**src/rtl/data_mem_responder.sv**
```systemverilog
// Word-organised data memory answering CPU LW/SW requests over a req/ack handshake,
// with programmable wait states and misaligned-access flagging.
module data_mem_responder #(
  parameter int AW          = 8,
  parameter int WAIT_STATES = 2
) (
  input  logic        clock,
  input  logic        reset,
  input  logic        req,
  input  logic        we,
  input  logic [15:0] addr,
  input  logic [15:0] wdata,
  output logic [15:0] rdata,
  output logic        ack,
  output logic        err,
  output logic        busy
);

  typedef enum logic [1:0] {
    S_IDLE = 2'd0,
    S_WAIT = 2'd1,
    S_RESP = 2'd2
  } state_t;

  state_t        state_r;
  logic [3:0]    cnt_r;
  logic          we_r;
  logic [15:0]   addr_r;
  logic [15:0]   wdata_r;
  logic [15:0]   ld_r;
  logic [15:0]   mem_r [0:(1<<AW)-1];

  logic          op_we_s;
  logic [15:0]   op_addr_s;
  logic [15:0]   op_wdata_s;
  logic [AW-1:0] idx_s;
  logic          enter_resp_s;
  logic          mem_we_s;
  logic [15:0]   load_data_s;
  logic          unused_addr_s;

  // Select the operation being completed: live inputs when accepted straight from IDLE, latched copies otherwise
  always_comb begin
    op_we_s      = we_r;
    op_addr_s    = addr_r;
    op_wdata_s   = wdata_r;
    enter_resp_s = 1'b0;
    case (state_r)
      S_IDLE: begin
        op_we_s    = we;
        op_addr_s  = addr;
        op_wdata_s = wdata;
        if (req && (WAIT_STATES == 0)) begin
          enter_resp_s = 1'b1;
        end else begin
          enter_resp_s = 1'b0;
        end
      end
      S_WAIT: begin
        if (cnt_r == 4'd0) begin
          enter_resp_s = 1'b1;
        end else begin
          enter_resp_s = 1'b0;
        end
      end
      default: enter_resp_s = 1'b0;
    endcase
    idx_s       = op_addr_s[AW:1];
    mem_we_s    = enter_resp_s && op_we_s && !op_addr_s[0] && !reset;
    load_data_s = (!op_we_s && !op_addr_s[0]) ? mem_r[idx_s] : 16'd0;
  end

  // High address bits alias onto the RAM and are deliberately ignored
  assign unused_addr_s = ^op_addr_s[15:AW+1];

  // RAM write port; contents survive reset
  always_ff @(posedge clock) begin
    if (mem_we_s) begin
      mem_r[idx_s] <= op_wdata_s;
    end
  end

  // Handshake FSM with registered response outputs
  always_ff @(posedge clock) begin
    if (reset) begin
      state_r <= S_IDLE;
      cnt_r   <= 4'd0;
      we_r    <= 1'b0;
      addr_r  <= 16'd0;
      wdata_r <= 16'd0;
      ld_r    <= 16'd0;
      rdata   <= 16'd0;
      ack     <= 1'b0;
      err     <= 1'b0;
      busy    <= 1'b0;
    end else begin
      ack   <= 1'b0;
      err   <= 1'b0;
      rdata <= 16'd0;
      if (enter_resp_s) begin
        ld_r <= load_data_s;
      end
      case (state_r)
        S_IDLE: begin
          if (req) begin
            we_r    <= we;
            addr_r  <= addr;
            wdata_r <= wdata;
            busy    <= 1'b1;
            if (WAIT_STATES == 0) begin
              state_r <= S_RESP;
            end else begin
              state_r <= S_WAIT;
              cnt_r   <= 4'(WAIT_STATES - 1);
            end
          end else begin
            busy <= 1'b0;
          end
        end
        S_WAIT: begin
          busy <= 1'b1;
          if (cnt_r == 4'd0) begin
            state_r <= S_RESP;
          end else begin
            cnt_r <= cnt_r - 4'd1;
          end
        end
        S_RESP: begin
          // Load data was captured on entry; misaligned accesses return zero with err
          state_r <= S_IDLE;
          ack     <= 1'b1;
          err     <= addr_r[0];
          rdata   <= ld_r;
          busy    <= 1'b0;
        end
        default: begin
          state_r <= S_IDLE;
          busy    <= 1'b0;
        end
      endcase
    end
  end

endmodule
```
**config.mk**
```make
export PLATFORM = sky130hd
export DESIGN_NAME = data_mem_responder
export DESIGN_NICKNAME = d
export VERILOG_FILES = /design/src/rtl/data_mem_responder.sv
export SDC_FILE = /design/constraint.sdc
export NUM_CORES = 2
export LEC_CHECK = 0
export BUFFER_PORTS_ARGS = -buffer_cell sky130_fd_sc_hd__buf_4
export CORE_MARGIN = 4
export CORE_UTILIZATION = 55
export CTS_BUF_LIST = sky130_fd_sc_hd__clkbuf_8 sky130_fd_sc_hd__clkbuf_16
export CTS_CLUSTER_SIZE = 16
export DETAILED_ROUTE_END_ITERATION = 10
export PLACE_DENSITY_LB_ADDON = 0.15
export SYNTH_ARGS = -nofsm -noshare
export SYNTH_HDL_FRONTEND = slang
export SYNTH_SLANG_ARGS = --single-unit
export TNS_END_PERCENT = 50
```
**constraint.sdc**
```tcl
create_clock -name clock -period 7.5 [get_ports clock]
set_input_delay 0.75 -clock clock [delete_from_list [all_inputs] [get_ports clock]]
set_output_delay 0.75 -clock clock [all_outputs]
set_load 0.01 [all_outputs]
```
==> results.md <==
* Result of the run: completed
* Worst skew pair latency at 0.96 ns
* Syn-to-layout area delta at 12.65%
* P_sw at 0.01187 W
* Hold depth at 3
* Part of the power in registers at 0.522
* First-pass GRT wire length at 614700 um
* Reg clk slew, reported paths at 0.06 ns
* Clock sinks at 4163
* Leak Pwr at 51.75 nW
* Int Pwr at 0.03818 W
* CTS max path bufs at 4
* # IOs at 55
* Vias in the first global route at 85.21k
* Max Cap Violations at 0
* Syn Inst Count at 8791
* Area occupied by multi-input gates at 0.02404 mm^2
* Actual slew at the worst max-slew pin at 1.377 ns
* Comb pwr share at 0.083
* Post-layout util at 0.6221
* Max Slew Vio Count at 0
* Largest net degree at the start of global routing at 193
* RSZ-0062 raised after global routing: false
* Cell taking the most area after synthesis: edfxtp_1
* Power per cell area at 294.2 mW/mm^2
* Std-Cell Rows at 192
* Top cells by area, synth: edfxtp_1 (81%), o22ai_1 (8.0%), o21ai_0 (3.1%)
* Clk_skew at 0.05150 ns
* CP Launch Point: state_r[1]$_SDFFE_PP0P_
* Syn. warnings at 0
* Global Route Usage Sum at 0.2985
* CTS tree: done
* Initial DRC count at 13.04k
* H-tree Lvls at 5
* Post-CTS Hold Fix Bufs at 0
* #FFs+latches synth at 4163
* Critical Path RT at 8.11 ns
* Worst setup SP type: flop
* Cell Count, Final, Fillers Out at 12.97k
* Die Span X at 531.9 um
* Yosys top cell area share at 0.8147
* Post-route total power at 0.05004 W
* Sequential cell area at 0.1243 mm^2
* TritonRoute pass-1 iters at 8
* Period utilisation layout at 0.7258
* Fin nets at 9074
* Clock share of power at 0.395
* Placed cells at 12.22k
* Final Hold Fails at 0
* Sw Share at 0.2371
* HP Start: wdata[1]
* Post-layout minimum cycle time at 5.443 ns
* Wire per inst at 33.41 um
* Root buffer cell: clkbuf_16
* Starting density of the core at 0.5522
* Fill count at 19.30k
* Crit path capture type: flop
* Core area at 0.2734 mm^2
* Share of layout cells above drive strength 1 at 0.1227
* Cell variety after synth at 51
* Sequential cell area fraction in the yosys report at 0.8236
* WL final at 433300 um
* Fmax at 183.7 MHz
* Post-CTS resize count at 0
* Min-delay worst type: in -> reg
* Top FF cell, synth: edfxtp_1
* Synth async-reset ratio at 0
* Die height at 531.9 um
* PortBufs at 47
* Max_slew headroom at 0.07339
* Top-count cell post-synth: edfxtp_1
* Setup Crit Path Kind: reg -> reg
* DP HPWL at 236600 um
* Vias at 88.75k
* Synth Net Count at 8829
* Worst R2R Start: state_r[1]$_SDFFE_PP0P_
* Die area at 0.2829 mm^2
* Worst r2r path cells at 9
* Crit path max fanout at 51
* Grt ovf at 0
* Commonest cells post-synth: edfxtp_1 (4096), o22ai_1 (1921), o21ai_0 (933), buf_2 (296), nor2_1 (269)
* Fin Setup TNS at 0 ns
* CTS Buf Count at 406
* WHS at 0.07305 ns
* Crit path arrival time at 6.06 ns
* RD Place Congestion at 0.8685
* Initial antenna violation count at 24
* Worst VDD drop at 0.2136 mV
* EDFF count, synth at 4096
* DRC viols at 0
* Final setup fails at 0
* Post-CTS setup buffers at 0
* Syn Area/Cell at 17.17 um^2
* Post-route antenna net violation count at 0
* Mapped cell area at 0.1510 mm^2
* Vias per cell at 6.842
[worst max-delay path: stages (launching register included)]
cell     delay [ns]
dfxtp_1        0.38
nor2_4         0.48
buf_4          0.49
nand3_1        0.24
o21ai_4        0.19
buf_4          0.61
buf_4          0.68
nand2_2        0.66
nor2_1         0.91
buf_4          0.33
[sequential cells by signal, indices dropped and copies added, names as in the netlist]
register,flops
mem_r,4096
ld_r,16
rdata,16
wdata_r,16
addr_r,9
cnt_r,4
state_r,2
ack,1
busy,1
err,1
we_r,1
[power groups by stage]
stage	clock network [W]	logic, W	registers, W
CTS	0.0200	0.00409	0.0261
finish	0.0198	0.00414	0.0261
global placement	0	0.00399	0.0266
global route	0.0210	0.00433	0.0261
floorplan	0	0.00226	0.0268
detailed placement	0	0.00408	0.0266
[metal layers]
metal | track usage | part of all wire
met3 | 0.06111 | 0.11
met1 | 0.4183 | 0.38
met4 | 0.1339 | 0.050
met2 | 0.4579 | 0.46
met5 | 0 | 0.00017
[per-stage QoR]
stage | cell area [um^2] | setup WS (ns)
after detailed placement | 157100 | 2.164
after global placement | 157100 | 2.249
final | 170100 | 2.057
after CTS | 170000 | 2.161
after global routing | 170100 | 1.939
after floorplan | 151000 | 1.945
[final timing paths]
check	slack (ns)	endpoint
setup / recovery	2.06	mem_r[71][15]$_DFFE_PP_
hold / removal	0.07	wdata_r[1]$_SDFFE_PP0P_
setup reg to reg	2.06	mem_r[71][15]$_DFFE_PP_
hold reg to reg	0.46	wdata_r[10]$_SDFFE_PP0P_
[layout make-up]
cell class                      count  share of cell area
Multi-Input combinational cell   3976              0.1413
Clock buffer                      419             0.06092
Inverter                            7           0.0001545
Sequential cell                  4163              0.7311
Timing Repair Buffer              482             0.02459
Clock inverter                    320             0.01531
Antenna cell                       15           0.0002207
Tap cell                         3589             0.02640
[logic make-up after synthesis]
logic type / after synthesis / share of synthesized area
multiplexers: 5 / 0.0003564
XOR/XNOR: 2 / 0.0001160
adder cells (fa/ha/maj): 2 / 0.0001657
AO/OA/AOI/OAI: 3458 / 0.1409
AND/OR/NAND/NOR: 509 / 0.01411
flip-flops: 4163 / 0.8236
buffers and inverters: 652 / 0.02079
[placed cells by master (no fill, tap or decap), drive strengths merged, types with 3 or more instances in the layout]
cell / instances
o41ai: 51
nor4: 22
o31ai: 5
diode: 15
o22ai: 1921
o31a: 3
nor3b: 5
clkinvlp: 15
inv: 99
edfxtp: 4096
nand2b: 14
a41oi: 243
mux2: 3
bufinv: 34
dfxtp: 67
and2: 18
o2111ai: 10
nor3: 6
buf: 482
nand3: 10
o21ai: 984
a22oi: 128
nor2: 269
nand2: 151
clkinv: 179
o21a: 7
clkbuf: 419
o221ai: 3
a21oi: 98
(Power assumes the default switching activity.)
